[src/rtl/l1_arb_pkg.sv]
// Shared types and constants for the L1 memory-port arbiter.
package l1_arb_pkg;

  typedef enum logic [1:0] {
    IDLE = 2'd0,
    BUSY = 2'd1,
    HOLD = 2'd2
  } arb_state_t;

  localparam int REQ_I   = 0;  // I-cache requester index
  localparam int REQ_D   = 1;  // D-cache requester index
  localparam int NUM_REQ = 2;

endpackage

[src/rtl/rr_arbiter_2.sv]
// Combinational 2-way round-robin pick: the sole requester wins, and on
// contention the requester that did not own the port last time wins.
module rr_arbiter_2
  import l1_arb_pkg::*;
(
  input  logic [NUM_REQ-1:0] req_i,
  input  logic               last_owner_i,
  output logic [NUM_REQ-1:0] pick_o
);

  // one-hot pick, empty when nobody requests
  always_comb begin
    pick_o = req_i;
    if (&req_i) pick_o = last_owner_i ? 2'b01 : 2'b10;
  end

endmodule

[src/rtl/l1_mem_arbiter.sv]
// Shares one word-serial memory port between the I-cache (r0) and the
// D-cache (r1). A grant is locked for a whole line burst so words from
// the two caches never interleave; a short burst releases after the owner
// has been idle for HOLD_CYCLES cycles.
module l1_mem_arbiter
  import l1_arb_pkg::*;
#(
  parameter int BURST_WORDS = 4,
  parameter int HOLD_CYCLES = 2,
  parameter int ADDR_W      = 32,
  parameter int DATA_W      = 32
)(
  input  logic              clk,
  input  logic              rst,
  input  logic              r0_req_valid,
  input  logic              r0_req_we,
  input  logic [ADDR_W-1:0] r0_req_addr,
  input  logic [DATA_W-1:0] r0_req_wdata,
  output logic              r0_resp_valid,
  output logic [DATA_W-1:0] r0_resp_rdata,
  input  logic              r1_req_valid,
  input  logic              r1_req_we,
  input  logic [ADDR_W-1:0] r1_req_addr,
  input  logic [DATA_W-1:0] r1_req_wdata,
  output logic              r1_resp_valid,
  output logic [DATA_W-1:0] r1_resp_rdata,
  output logic              mem_req_valid,
  output logic              mem_req_we,
  output logic [ADDR_W-1:0] mem_req_addr,
  output logic [DATA_W-1:0] mem_req_wdata,
  input  logic              mem_resp_valid,
  input  logic [DATA_W-1:0] mem_resp_rdata,
  output logic [1:0]        gnt,
  output logic              conflict_pulse,
  output logic              protocol_err_pulse
);

  localparam int WCW = (BURST_WORDS > 1) ? $clog2(BURST_WORDS) : 1;
  localparam int ICW = $clog2(HOLD_CYCLES + 1);
  localparam logic [WCW-1:0] LAST_WORD = WCW'(BURST_WORDS - 1);
  localparam logic [ICW-1:0] HOLD_MAX  = ICW'(HOLD_CYCLES);

  arb_state_t         state_q, state_d;
  logic               owner_q, owner_d;           // 0 = I-cache, 1 = D-cache
  logic               last_owner_q, last_owner_d;
  logic [WCW-1:0]     word_cnt_q, word_cnt_d;
  logic [ICW-1:0]     idle_cnt_q, idle_cnt_d;
  logic [ICW-1:0]     idle_inc;
  logic [NUM_REQ-1:0] req_vld, pick;
  logic               active, resp_hit;
  logic               own_vld, own_we;
  logic [ADDR_W-1:0]  own_addr;
  logic [DATA_W-1:0]  own_wdata;

  assign req_vld  = {r1_req_valid, r0_req_valid};
  assign active   = (state_q != IDLE);
  assign resp_hit = (state_q == BUSY) && mem_resp_valid;
  assign idle_inc = idle_cnt_q + ICW'(1);

  rr_arbiter_2 u_rr (
    .req_i        (req_vld),
    .last_owner_i (last_owner_q),
    .pick_o       (pick)
  );

  // select the current owner's request fields
  always_comb begin
    own_vld   = r0_req_valid;
    own_we    = r0_req_we;
    own_addr  = r0_req_addr;
    own_wdata = r0_req_wdata;
    if (owner_q == 1'(REQ_D)) begin
      own_vld   = r1_req_valid;
      own_we    = r1_req_we;
      own_addr  = r1_req_addr;
      own_wdata = r1_req_wdata;
    end
  end

  // memory side follows the owner only while a grant is held; zero otherwise
  assign mem_req_valid = active && own_vld;
  assign mem_req_we    = active && own_we;
  assign mem_req_addr  = active ? own_addr  : '0;
  assign mem_req_wdata = active ? own_wdata : '0;
  assign gnt           = !active ? 2'b00 : (owner_q ? 2'b10 : 2'b01);

  // responses only go to the owner, and only while a word is outstanding
  assign r0_resp_valid = resp_hit && (owner_q == 1'(REQ_I));
  assign r1_resp_valid = resp_hit && (owner_q == 1'(REQ_D));
  assign r0_resp_rdata = r0_resp_valid ? mem_resp_rdata : '0;
  assign r1_resp_rdata = r1_resp_valid ? mem_resp_rdata : '0;

  // event pulses are masked during reset so every output reads zero
  assign conflict_pulse     = !rst && (state_q == IDLE) && (&req_vld);
  assign protocol_err_pulse = !rst && mem_resp_valid && (state_q != BUSY);

  // next-state: arbitrate in IDLE, count burst words in BUSY, idle-timeout in HOLD
  always_comb begin
    state_d      = state_q;
    owner_d      = owner_q;
    last_owner_d = last_owner_q;
    word_cnt_d   = word_cnt_q;
    idle_cnt_d   = idle_cnt_q;
    case (state_q)
      IDLE: begin
        if (|req_vld) begin
          state_d    = BUSY;
          owner_d    = (pick == 2'b10);
          word_cnt_d = '0;
          idle_cnt_d = '0;
        end
      end
      BUSY: begin
        if (mem_resp_valid) begin
          idle_cnt_d = '0;
          if (word_cnt_q == LAST_WORD) begin
            state_d      = IDLE;
            last_owner_d = owner_q;
            word_cnt_d   = '0;
          end else begin
            state_d    = HOLD;
            word_cnt_d = word_cnt_q + WCW'(1);
          end
        end
      end
      HOLD: begin
        if (own_vld) begin
          state_d    = BUSY;
          idle_cnt_d = '0;
        end else if (idle_inc == HOLD_MAX) begin
          state_d      = IDLE;
          last_owner_d = owner_q;
          word_cnt_d   = '0;
          idle_cnt_d   = '0;
        end else begin
          idle_cnt_d = idle_inc;
        end
      end
      default: state_d = IDLE;
    endcase
  end

  // state registers; last_owner resets to D so the I-cache wins first contention
  always_ff @(posedge clk or posedge rst) begin
    if (rst) begin
      state_q      <= IDLE;
      owner_q      <= 1'b0;
      last_owner_q <= 1'b1;
      word_cnt_q   <= '0;
      idle_cnt_q   <= '0;
    end else begin
      state_q      <= state_d;
      owner_q      <= owner_d;
      last_owner_q <= last_owner_d;
      word_cnt_q   <= word_cnt_d;
      idle_cnt_q   <= idle_cnt_d;
    end
  end

endmodule
[config.mk]
export PLATFORM = sky130hd
export DESIGN_NAME = l1_mem_arbiter
export DESIGN_NICKNAME = d
export VERILOG_FILES = /design/src/rtl/l1_arb_pkg.sv /design/src/rtl/rr_arbiter_2.sv /design/src/rtl/l1_mem_arbiter.sv
export SDC_FILE = /design/constraint.sdc
export NUM_CORES = 1
export LEC_CHECK = 0
export ABC_AREA = 0
export CORE_AREA = 5 5 115 117
export DETAILED_ROUTE_END_ITERATION = 8
export DIE_AREA = 0 0 120 122
export SETUP_SLACK_MARGIN = 0.3
export SKIP_CTS_REPAIR_TIMING = 1
export SYNTH_ARGS = -nofsm -noshare
export SYNTH_HDL_FRONTEND = slang
export SYNTH_SLANG_ARGS = --single-unit
[constraint.sdc]
create_clock -name clk -period 1.3 [get_ports clk]
set_input_delay 0.26 -clock clk [delete_from_list [all_inputs] [get_ports clk]]
set_output_delay 0.26 -clock clk [all_outputs]
set_load 0.1 [all_outputs]
==> run summary <==
Vias per cell: 4.44
Number of port buffers: 302
RR Endpoint: last_owner_q
Max frequency: 521 MHz
CP startpoint: state_q[1]
Distinct cells, synth: 37
Nets@finish: 766
R2r startpoint: state_q[1]
R2R depth: 6
Crit end category: primary output
Clk_lat worst skew: 240 ps
Slew @ Worst Pin: 302 ps
CP Launch Type: register
Outcome: finished with violations
Clk buf depth: 2
Total grt overflow: 0
Initial Util: 16.0%
Die W: 120 um
Via count: 3318
Number of fillers in the final layout: 958
Post-synth EDFFs: 0
CTS tree: built
Post-route DRC: 0
Setup WS pre-CTS: -607 ps
Failing checks: setup timing
Setup violators final: 143
Max_slew headroom: 79.3%
Routability cong.: 0.800
Period minus WS final: 1920 ps
Synth top area share: 33.2%
HP Class: primary input to async pin
Vias in the first global route: 3310
Largest net degree at the start of global routing: 34
Clk root buf: clkbuf_16
Syn Area/Cell: 7.25 um2
Final Hold Slack: 446 ps
Fin Clk Skew: 5.61 ps
Antenna violations before repair: 0
Post-DP HPWL: 11600 um
Die height: 122 um
RSZ-0062 raised after global routing: true
Mapped Cells: 270
Reg area: 205 um2
Diodes inserted: 0
Clock slew at reported path FFs: 40 ps
Register area share after synthesis: 10.3%
Cell accounting for the most synthesized area: mux2i_1
Most frequent cell after synthesis: nor2_1
Layout cells sized above 1: 62.5%
Die ar.: 14600 um2
Hold Violations, Final: 0
CP arrival: 1660 ps
Area grow syn2layout: 307%
Drt wl/cell: 18.8 um
Synth Flop Type: dfrtp_1
Core ar.: 12300 um2
#FFs+latches synth: 8
Standard-cell rows: 41
Critical Path Sink: r0_resp_rdata[23]
Asr flop ratio synth: 100%
Htree depth: 1
CTS Sinks: 8
Slack of the critical path: -620 ps
Max FO, Critical Path: 8
Drt pass-1 iters: 4
Post-Syn Nets: 438
Num CTS Buffers: 3
Slew Limit Fails: 0
WS Path Type: register to primary output
Gr usage total: 15.7%
Fraction of the cycle the final worst path needs: 148%
Synth cell count leaders: nor2_1, mux2i_1, and2_1, and3_1, clkbuf_1
Final setup TNS: -76220 ps
WL final: 14100 um
Critical path required time: 1040 ps
Multi-input gate area: 2410 um2
Max-Cap Viols: 0
Global-route wire length before repair: 18300 um
Flop-to-flop setup slack: -300 ps
Synth area leaders: mux2i_1, nor2_1, and2_1
IO Pins: 303
Mapped Area: 1960 um2
Utilization after layout: 65.0%
Warnings, synthesis: 0
Antenna-violating nets left: 0
DR iter-0 viols: 60
-- flip-flops by register name, indices dropped and copies added, names as in the netlist --
| register | count |
|---|---|
| idle_cnt_q | 2 |
| last_owner_q | 1 |
| owner_q | 1 |
| state_q | 2 |
| word_cnt_q | 2 |
-- metrics by stage --
stage	cells	area [um2]
2_1_floorplan	270	2660
3_3_place_gp	728	7350
3_5_place_dp	728	7350
4_1_cts	732	7430
5_1_grt	747	7970
6_report	747	7970
-- placed cells by master, fill, tap and decap left out, types with 4 or more instances in the layout --
cell	Yosys	layout
mux2i_1	65	27
inv_1	5	4
clkdlybuf4s50_1	0	165
and2_4	0	33
buf_8	0	5
and3_4	0	32
dfrtp_1	7	6
nor2_2	2	23
buf_4	6	17
buf_6	2	8
mux2i_2	0	38
buf_12	0	147
clkbuf_16	0	10
nor2_4	0	46
-- how the worst min path moves through the flow --
stage,start,to,slack [ps],depth (start not counted)
final,rst,idle_cnt_q[1],450,2
after detailed placement,word_cnt_q[1],word_cnt_q[1],480,1
after global routing,rst,idle_cnt_q[1],510,2
after global placement,idle_cnt_q[0],idle_cnt_q[0],480,1
after floorplan,rst,idle_cnt_q[0],70,1
after CTS,rst,idle_cnt_q[1],460,2
-- critical path, stage by stage, from the launching register on --
cell and delay (ps):
dfrtp_1 400, nand3b_1 240, nor2_4 160, buf_12 140
clkbuf_16 150, and2_4 150, buf_12 170
-- routing by layer --
layer,track usage (%),vias up,share of wire (%)
met4,4.37,0,2.6
met2,31.6,174,56
met3,4.27,25,7.8
met5,0,-,0
li1,-,1582,-
met1,15.6,1537,34
-- final cells by class --
class                   count  area share [%]
repair buffers            350            63.7
multi-input cells         230            30.2
flip-flops and latches      8            2.57
well taps                 150            2.35
clock buffers               4           0.989
inverters                   5           0.235
-- cell families after synthesis --
group | after synthesis | synth area share [%]
AOI/OAI and AO/OA | 14 | 6.46
adders and majority gates | 1 | 0.639
buffers and inverters | 32 | 8.69
DFF | 8 | 10.3
muxes | 67 | 35.0
and+or+nand+nor | 148 | 38.9
Power is not shown: default switching activity piles up to over one toggle a cycle in this logic, so the estimate is an artifact.
